[config.mk]
export PLATFORM = sky130hd
export DESIGN_NAME = input_port_arbiter_flat
export DESIGN_NICKNAME = d
export VERILOG_FILES = /design/src/rtl/input_port_arbiter_if.sv /design/src/rtl/input_port_arbiter.sv /design/src/flat_wrapper.sv
export SDC_FILE = /design/constraint.sdc
export NUM_CORES = 1
export LEC_CHECK = 0
export CAP_MARGIN = 20
export CORE_ASPECT_RATIO = 1.1
export CORE_MARGIN = 1.5
export CORE_UTILIZATION = 46
export CTS_BUF_LIST = sky130_fd_sc_hd__clkbuf_8
export DETAILED_ROUTE_END_ITERATION = 10
export GPL_TIMING_DRIVEN = 0
export PLACE_DENSITY = 0.8
export SLEW_MARGIN = 20
export SYNTH_ARGS = -nofsm -noshare
export SYNTH_HDL_FRONTEND = slang
export SYNTH_SLANG_ARGS = --single-unit
export TNS_END_PERCENT = 1
[constraint.sdc]
create_clock -name clock -period 2.06 [get_ports clock]
set_input_delay 0.618 -clock clock [delete_from_list [all_inputs] [get_ports clock]]
set_output_delay 0.618 -clock clock [all_outputs]
set_load 0.01 [all_outputs]
[src/rtl/input_port_arbiter_if.sv]
// Bundles the requester side and the SOC input-port side of the arbiter.
// The arbiter uses the slave modport. Producers and the SOC model use master.
interface input_port_arbiter_if #(
  parameter int NUM_SOURCES = 2,
  parameter int DATA_WIDTH  = 8
);
  localparam int ID_WIDTH = (NUM_SOURCES > 1) ? $clog2(NUM_SOURCES) : 1;

  logic [NUM_SOURCES-1:0]            req_valid_in;
  logic [NUM_SOURCES*DATA_WIDTH-1:0] req_data_in;
  logic [NUM_SOURCES-1:0]            req_ready_out;
  logic                              fgi_in;
  logic [DATA_WIDTH-1:0]             data_out;
  logic                              load_out;
  logic [ID_WIDTH-1:0]               grant_id_out;
  logic                              busy_out;
  logic                              timeout_out;

  modport master (
    output req_valid_in, req_data_in, fgi_in,
    input  req_ready_out, data_out, load_out, grant_id_out, busy_out, timeout_out
  );

  modport slave (
    input  req_valid_in, req_data_in, fgi_in,
    output req_ready_out, data_out, load_out, grant_id_out, busy_out, timeout_out
  );
endinterface

[src/rtl/input_port_arbiter.sv]
// Round-robin arbiter sharing the SOC's single input port between several
// character producers. Each grant issues exactly one load pulse, then waits
// for the SOC input flag (FGI) to rise and fall before the next grant.
// If FGI never rises, the wait gives up after SET_TIMEOUT cycles and the
// timeout pulse shows in the first IDLE cycle after the last waiting cycle.
module input_port_arbiter #(
  parameter int NUM_SOURCES = 2,
  parameter int DATA_WIDTH  = 8,
  parameter int SET_TIMEOUT = 15
) (
  input logic                clock,
  input logic                reset_n_in,
  input_port_arbiter_if.slave bus
);
  localparam int ID_WIDTH  = (NUM_SOURCES > 1) ? $clog2(NUM_SOURCES) : 1;
  localparam int CNT_WIDTH = $clog2(SET_TIMEOUT + 1);

  typedef enum logic [1:0] {IDLE, LOAD, WAIT_SET, WAIT_CLR} state_t;

  state_t                 state;
  logic [ID_WIDTH-1:0]    ptr;
  logic [CNT_WIDTH-1:0]   set_count;

  logic                   grant_found;
  logic [ID_WIDTH-1:0]    grant_idx;
  logic [ID_WIDTH-1:0]    next_ptr;
  logic [NUM_SOURCES-1:0] grant_onehot;
  logic [DATA_WIDTH-1:0]  grant_data;

  // Pick the first valid source scanning from ptr upward with wrap-around.
  always_comb begin
    int cand;
    cand         = 0;
    grant_found  = 1'b0;
    grant_idx    = '0;
    grant_onehot = '0;
    grant_data   = '0;
    for (int i = 0; i < NUM_SOURCES; i++) begin
      cand = int'(ptr) + i;
      if (cand >= NUM_SOURCES) cand = cand - NUM_SOURCES;
      if (!grant_found && bus.req_valid_in[cand[ID_WIDTH-1:0]]) begin
        grant_found = 1'b1;
        grant_idx   = cand[ID_WIDTH-1:0];
      end
    end
    for (int j = 0; j < NUM_SOURCES; j++) begin
      if (grant_found && grant_idx == ID_WIDTH'(j)) begin
        grant_onehot[j] = 1'b1;
        grant_data      = bus.req_data_in[j*DATA_WIDTH +: DATA_WIDTH];
      end
    end
    if (int'(grant_idx) == NUM_SOURCES - 1) next_ptr = '0;
    else                                    next_ptr = grant_idx + 1'b1;
  end

  // Grant sequencer: one load per character, then track FGI set and clear.
  always_ff @(posedge clock or negedge reset_n_in) begin
    if (!reset_n_in) begin
      state             <= IDLE;
      ptr               <= '0;
      set_count         <= '0;
      bus.data_out      <= '0;
      bus.load_out      <= 1'b0;
      bus.req_ready_out <= '0;
      bus.grant_id_out  <= '0;
      bus.busy_out      <= 1'b0;
      bus.timeout_out   <= 1'b0;
    end else begin
      bus.load_out      <= 1'b0;
      bus.req_ready_out <= '0;
      bus.timeout_out   <= 1'b0;
      case (state)
        IDLE: begin
          if (!bus.fgi_in && grant_found) begin
            bus.data_out      <= grant_data;
            bus.grant_id_out  <= grant_idx;
            bus.req_ready_out <= grant_onehot;
            bus.load_out      <= 1'b1;
            bus.busy_out      <= 1'b1;
            ptr               <= next_ptr;
            state             <= LOAD;
          end
        end
        LOAD: begin
          set_count <= '0;
          state     <= WAIT_SET;
        end
        WAIT_SET: begin
          if (bus.fgi_in) begin
            state <= WAIT_CLR;
          end else if (set_count == CNT_WIDTH'(SET_TIMEOUT - 1)) begin
            bus.timeout_out <= 1'b1;
            bus.busy_out    <= 1'b0;
            state           <= IDLE;
          end else begin
            set_count <= set_count + 1'b1;
          end
        end
        WAIT_CLR: begin
          if (!bus.fgi_in) begin
            bus.busy_out <= 1'b0;
            state        <= IDLE;
          end
        end
        default: begin
          bus.busy_out <= 1'b0;
          state        <= IDLE;
        end
      endcase
    end
  end
endmodule

[src/flat_wrapper.sv]
// flat-port wrapper written by rule: the top's interface ports become plain ports
module input_port_arbiter_flat 
#(
  parameter int NUM_SOURCES = 2,
  parameter int DATA_WIDTH  = 8,
  parameter int SET_TIMEOUT = 15
)
  (clock, reset_n_in, bus_req_valid_in, bus_req_data_in, bus_fgi_in, bus_req_ready_out, bus_data_out, bus_load_out, bus_grant_id_out, bus_busy_out, bus_timeout_out);
  input_port_arbiter_if #(.NUM_SOURCES(NUM_SOURCES), .DATA_WIDTH(DATA_WIDTH)) bus_i ();
  input logic clock;
  input logic reset_n_in;
  input wire logic [$bits(bus_i.req_valid_in)-1:0] bus_req_valid_in;
  input wire logic [$bits(bus_i.req_data_in)-1:0] bus_req_data_in;
  input wire logic [$bits(bus_i.fgi_in)-1:0] bus_fgi_in;
  output wire logic [$bits(bus_i.req_ready_out)-1:0] bus_req_ready_out;
  output wire logic [$bits(bus_i.data_out)-1:0] bus_data_out;
  output wire logic [$bits(bus_i.load_out)-1:0] bus_load_out;
  output wire logic [$bits(bus_i.grant_id_out)-1:0] bus_grant_id_out;
  output wire logic [$bits(bus_i.busy_out)-1:0] bus_busy_out;
  output wire logic [$bits(bus_i.timeout_out)-1:0] bus_timeout_out;
  assign bus_i.req_valid_in = bus_req_valid_in;
  assign bus_i.req_data_in = bus_req_data_in;
  assign bus_i.fgi_in = bus_fgi_in;
  assign bus_req_ready_out = bus_i.req_ready_out;
  assign bus_data_out = bus_i.data_out;
  assign bus_load_out = bus_i.load_out;
  assign bus_grant_id_out = bus_i.grant_id_out;
  assign bus_busy_out = bus_i.busy_out;
  assign bus_timeout_out = bus_i.timeout_out;
  input_port_arbiter #(.NUM_SOURCES(NUM_SOURCES), .DATA_WIDTH(DATA_WIDTH), .SET_TIMEOUT(SET_TIMEOUT)) u_core (.clock(clock), .reset_n_in(reset_n_in), .bus(bus_i));
endmodule
==> impl_metrics.toml, run 1 <==
[synth]
synth.most_common_cell = "dfrtp_1"
synth_area_um2 = 990
synth_top_area_share_pct = 53.1
ys_top_cells_by_count = "21 x dfrtp_1, 8 x a32o_1, 7 x mux2_4"
synth_cell_types = 25
syn_inst = 77
synth_top_area_cell = "dfrtp_1"
synth_seq_cells = 21
syn_nets = 100
ys_warn_count = 0
ys_seq_area_share_pct = 53.1
synth_enable_flop_cells = 0
synthTopCellsByArea = "dfrtp_1 53%, mux2_4 11%, a32o_1 8.1%, ha_1 2.5%, mux2_2 2.3%"
ys.flop_type = "dfrtp_1"
async_reset_ff_share_pct = 100
syn_avg_cell_area_um2 = 12.9

[die]
rows = 17
core_mm2 = 0.00202
die_w_um = 47.2
initial_core_util_pct = 49.0
die_y_um = 51.7
die-area_mm2 = 0.00244
ios = 35

[sta]
rsz0062_at_grt = "false"
slew_viol_final = 0
hold_violations = 0
period_share_pct = 95.2
fmax_mhz = 510
setup_viol = 0
period_minus_slack_ns = 1.96
fin_hold_ws_ns = 0.485
worstMarginPinSlew_ns = 0.953
slew_headroom_pct = 36.3
fin_worst_skew_ns = 0.00250

[clocking]
numCtsBuffers = 3
clk_latency_ns = 0.25
cts_tree = "built"
cts.sinks = 21
clockBufferDepth = 2
cts_hold_buf = 0
htree_levels = 1
path_clk_slew_ns = 0.08
ctsRootBufferMaster = "clkbuf_8"

[placement]
place.gp.congestion = 0.738
place_area_mm2 = 0.00137
dp_hpwl_mm = 1.55
io_buffers = 34

[critical_path]
r2r-end = "u_core.bus.data_out[6]$_DFFE_PN0P_"
rr_worst_depth = 4
crit_end = "u_core.bus.data_out[6]$_DFFE_PN0P_"
critPathKind = "input port to register"
crit_start = "bus_fgi_in"
crit_required_ns = 2.20
crit_fanout = 10
regToRegStartpoint = "u_core.state[1]$_DFFE_PN0P_"
ff2ff_setup_slack_ns = 0.41
crit_path_start_kind = "input port"
end_kind = "register"
arrival_ns = 2.10

[grt]
grt_antenna_before_repair = 0
first_global_vias = 751
grt_max_degree = 22
grtUsageTotal_pct = 19.1
overflow = 0
grt_first_pass_wirelength_mm = 3.39

[cells_and_area]
nets = 140
utilization_pct = 70.4
n_fill_cell = 159
stdcell_area_mm2 = 0.00142
antenna_cells = 0
drive_gt1_share_pct = 13.8
area_delta_synth_final_pct = 43.7

[run_status]
status = "finished, final reports clean"

[power]
switching_power_mw = 0.502
total_power_mw = 1.63
p_comb_share_pct = 42.7
p_leak_nw = 0.640
power.share.switching_pct = 30.9
p_per_area_mw_per_mm2 = 1140
pwr-share-clk_pct = 15.9
seq_power_share_pct = 41.4
internal_power_mw = 1.13
vdd_ir_drop_max_uv = 644

[routing]
drt-initial-drc-count = 14
drt_wl_total_mm = 2.13
wl_per_cell_um = 14.8
firstDrtPassIters = 4
remaining_drc_errors = 0
ant_nets = 0
vias = 786
viasPerCell = 5.46

[worst_hold_path]
worstHoldStart = "u_core.bus.busy_out$_DFFE_PN0P_"
hold_path_class = "register to register"

[job]
maxCapViolCount = 0
==> cells by family after synthesis <==
| logic type | after synthesis | share of synthesized area [%] |
|---|---|---|
| DFF | 21 | 53.1 |
| AOI/OAI and AO/OA | 18 | 15.0 |
| and+or+nand+nor | 18 | 9.61 |
| muxes | 11 | 14.9 |
| buffers and inverters | 7 | 4.80 |
| adders and majority gates | 2 | 2.53 |
==> power groups by stage <==
stage               registers, mW  logic, mW  clock network [mW]
CTS                         0.672      0.698               0.265
floorplan                   0.709      0.339                   0
global route                0.693      0.756               0.281
finish                      0.674      0.695               0.258
global placement            0.665      0.681                   0
detailed placement          0.680      0.693                   0
==> per-stage QoR <==
stage / TNS, ns / cells / worst slack [ns]
floorplan: 0 / 77 / 0.319
global placement: -2.01 / 139 / -0.235
detailed placement: -2.15 / 139 / -0.248
CTS: 0 / 143 / 0.0127
global route: 0 / 144 / 0.0490
finish: 0 / 144 / 0.0994
==> state kept, by name, indices dropped and copies added, names as in the netlist <==
register	flops
u_core.bus.data_out	8
u_core.set_count	4
u_core.bus.req_ready_out	2
u_core.state	2
u_core.bus.busy_out	1
u_core.bus.grant_id_out	1
u_core.bus.load_out	1
u_core.bus.timeout_out	1
u_core.ptr	1
==> layer usage <==
| metal | track usage, % | wire length [µm] | up-vias |
|---|---|---|---|
| met3 | 3.47 | 113 | 2 |
| met1 | 25.8 | 936 | 391 |
| met2 | 31.3 | 1070 | 25 |
| li1 | - | - | 368 |
| met5 | 0 | 0 | - |
| met4 | 4.17 | 14 | 0 |
==> placed cells by master, fill, tap and decap left out <==
cell | synthesis | final
a21boi_1 | 1 | 1
a21o_1 | 1 | 1
a21oi_1 | 1 | 1
a32o_1 | 8 | 8
and3_1 | 1 | 1
buf_12 | 1 | 1
buf_4 | 0 | 1
clkbuf_1 | 2 | 2
clkbuf_8 | 0 | 3
clkdlybuf4s50_1 | 0 | 32
clkinv_4 | 1 | 1
dfrtp_1 | 21 | 21
dlymetal6s2s_1 | 0 | 2
ha_1 | 2 | 2
inv_1 | 3 | 4
mux2_2 | 2 | 2
mux2_4 | 7 | 7
mux2i_1 | 2 | 2
nand2_1 | 4 | 4
nand2b_1 | 2 | 2
nand3_1 | 4 | 4
nand4_1 | 1 | 1
nor2_1 | 4 | 4
o211ai_1 | 3 | 3
o21ai_0 | 2 | 2
o311ai_0 | 1 | 1
o31ai_1 | 1 | 1
or3b_1 | 1 | 1
or4_4 | 1 | 1
==> critical path, cell delays in order <==
cell and delay, ns:
clkdlybuf4s50_1 0.48, or4_4 0.48, clkinv_4 0.09, buf_12 0.13
mux2_4 0.30
==> what timing repair did <==
action	CTS	global route
resized for setup	0	2
setup endpoints to repair	0	7
buffers inserted	0	1
==> cell type report <==
class | count | area, µm² | share of cell area [%]
flip-flops and latches | 21 | 526 | 36.9
multi-input cells | 49 | 417 | 29.3
repair buffers | 35 | 353 | 24.8
clock buffers | 3 | 41.3 | 2.90
well taps | 28 | 35.0 | 2.46
plain buffers | 3 | 27.5 | 1.93
inverters | 4 | 20.0 | 1.41
clock inverters | 1 | 3.75 | 0.264
==> worst min-delay path by stage <==
stage	to	slack, ns	cells past startpoint
global placement	u_core.bus.busy_out$_DFFE_PN0P_	0.46	1
floorplan	u_core.bus.busy_out$_DFFE_PN0P_	0.32	0
detailed placement	u_core.bus.busy_out$_DFFE_PN0P_	0.47	1
finish	u_core.bus.busy_out$_DFFE_PN0P_	0.49	1
global route	u_core.bus.busy_out$_DFFE_PN0P_	0.51	1
CTS	u_core.bus.busy_out$_DFFE_PN0P_	0.49	1
(Power assumes the default switching activity.)
==> run 2, diff against run 1 <==
--- a/config.mk
+++ b/config.mk
@@ -11,7 +11,7 @@
 export CORE_UTILIZATION = 46
 export CTS_BUF_LIST = sky130_fd_sc_hd__clkbuf_8
 export DETAILED_ROUTE_END_ITERATION = 10
-export GPL_TIMING_DRIVEN = 0
+export GPL_TIMING_DRIVEN = 1
 export PLACE_DENSITY = 0.8
 export SLEW_MARGIN = 20
 export SYNTH_ARGS = -nofsm -noshare
==> run 2 against run 1 <==
Net effect: final cell count is 4.2% higher; critical path depth stayed put; die area stayed put; clock-buffer cell count stayed put; clock skew hardly changed; combinational power is 3.0% higher; first-iteration DRC count is 57% lower; fmax is 0.17% higher; critical path type unchanged.
==> impl_metrics.toml, run 2 (synthesis results as in run 1) <==
[cells_and_area]
final_cell_mix = "34 x clkdlybuf4s50_1, 21 x dfrtp_1, 10 x buf_4, 8 x a32o_1, 7 x mux2_4"
stdcell_count = 150
area_delta_synth_final_pct = 47.4
largestRegisters = "u_core.bus.data_out: 8 flops, u_core.set_count: 4 flops"
multiInputGateArea_um2 = 417
register_area_um2 = 526
antenna_cells = 0
n_fill_cell = 144
drive_gt1_share_pct = 20.5
stdcell_area_mm2 = 0.00146
nets = 146
top_register = "u_core.bus.data_out"
final_common_cell = "clkdlybuf4s50_1"
largest_register_ffs = 8

[clocking]
ctsRootBufferMaster = "clkbuf_8"
post_cts_buffers = 0
path_clk_slew_ns = 0.07
cts_tree = "built"
clk_latency_ns = 0.25
numCtsBuffers = 3
cts-resized-gates = 0
cts_hold_buf = 0
cts.sinks = 21
htree_levels = 1
clockBufferDepth = 2

[sta]
fin_worst_skew_ns = 0.00218
tns_ns = 0
hold_violations = 0
slew_viol_final = 0
rsz0062_at_grt = "false"
slew_headroom_pct = 77.4
setup_viol = 0
fin_hold_ws_ns = 0.482
layout_setup_ws_ns = 0.103
worstMarginPinSlew_ns = 0.339
period_share_pct = 95.0
period_minus_slack_ns = 1.96
fmax_mhz = 511

[die]
ios = 35
die-area_mm2 = 0.00244
die_w_um = 47.2
initial_core_util_pct = 49.0
core_mm2 = 0.00202
rows = 17
die_y_um = 51.7

[power]
vdd_ir_drop_max_uv = 758
internal_power_mw = 1.14
seq_power_share_pct = 40.8
power.share.switching_pct = 30.8
switching_power_mw = 0.509
p_per_area_mw_per_mm2 = 1130
p_leak_nw = 0.653
pwr-share-clk_pct = 15.8
p_comb_share_pct = 43.4

[placement]
placed_cells = 146
pre_cts_slack_ns = -0.170
place_area_mm2 = 0.00141
io_buffers = 34
place.gp.congestion = 0.741
dp_hpwl_mm = 1.65

[critical_path]
critPathBufInv = 2
crit_chain = "clkdlybuf4s50_1 > nor2_1 > or4_4 > clkinv_4 > mux2_2"
rr_worst_depth = 3
path_delay_family = "buffers and inverters"
crit_fanout = 11
crit_required_ns = 2.20
end_kind = "register"
arrival_ns = 2.10
critical_path_depth = 5
crit_path_start_kind = "input port"
slowest_delay_ns = 0.50
cp_slowest_cell = "clkdlybuf4s50_1"
critPathKind = "input port to register"

[grt]
grtUsageTotal_pct = 20.2
grt_first_pass_wirelength_mm = 3.48
first_global_vias = 800
grt_max_degree = 22
overflow = 0
grt_antenna_before_repair = 0

[job]
maxCapViolCount = 0

[routing]
firstDrtPassIters = 4
vias = 781
viasPerCell = 5.21
drt-initial-drc-count = 6
drt_wl_total_mm = 2.16
remaining_drc_errors = 0
ant_nets = 0
wl_per_cell_um = 14.4

[run_status]
status = "finished, final reports clean"

[worst_hold_path]
hold_depth = 1
hold_path_class = "register to register"
[run 2: path summary, 6_finish.rpt]
check,slack (ns),endpoint,from
setup / recovery,0.10,u_core.bus.data_out[4]$_DFFE_PN0P_,bus_req_valid_in[0]
hold / removal,0.48,u_core.bus.busy_out$_DFFE_PN0P_,u_core.bus.busy_out$_DFFE_PN0P_
setup reg to reg,0.46,u_core.bus.data_out[4]$_DFFE_PN0P_,u_core.state[0]$_DFFE_PN0P_
hold reg to reg,0.48,u_core.bus.busy_out$_DFFE_PN0P_,u_core.bus.busy_out$_DFFE_PN0P_
max in group asynchronous,1.11,u_core.bus.data_out[3]$_DFFE_PN0P_,reset_n_in
min in group asynchronous,0.74,u_core.bus.load_out$_DFF_PN0_,reset_n_in
[run 2: stage by stage]
step                power (mW)  util [%]
finish                    1.65      72.2
global route              1.76      72.2
detailed placement        1.40      69.9
CTS                       1.67      72.2
floorplan                 1.05         -
global placement          1.37      69.9
[run 2: worst register-to-register path: stages (launching register included)]
cell,delay (ns)
dfrtp_1,0.43
or4_4,0.57
clkinv_4,0.14
mux2_2,0.35
[run 2: final cells by class]
type | instances | share of cell area [%]
Clock buffer | 3 | 2.83
Clock inverter | 1 | 0.343
Inverter | 4 | 1.37
Multi-Input combinational cell | 49 | 28.6
Sequential cell | 21 | 36.0
Tap cell | 28 | 2.40
Timing Repair Buffer | 44 | 28.5
[run 2: power by group through the flow]
stage                     sequential [mW]  clock, mW  combinational (mW)
final                               0.674      0.261               0.716
after detailed placement            0.680          0               0.720
after floorplan                     0.709          0               0.339
after global placement              0.672          0               0.697
after CTS                           0.673      0.270               0.724
after global routing                0.695      0.284               0.783
[run 2: metal layers]
| metal | GRT usage [%] | routed length (µm) | part of all wire [%] | up-vias |
|---|---|---|---|---|
| met3 | 3.47 | 101 | 4.7 | 2 |
| li1 | - | - | - | 381 |
| met4 | 8.33 | 8 | 0.37 | 0 |
| met5 | 0 | 0 | 0 | - |
| met1 | 25.2 | 972 | 45 | 375 |
| met2 | 33.3 | 1080 | 50 | 23 |
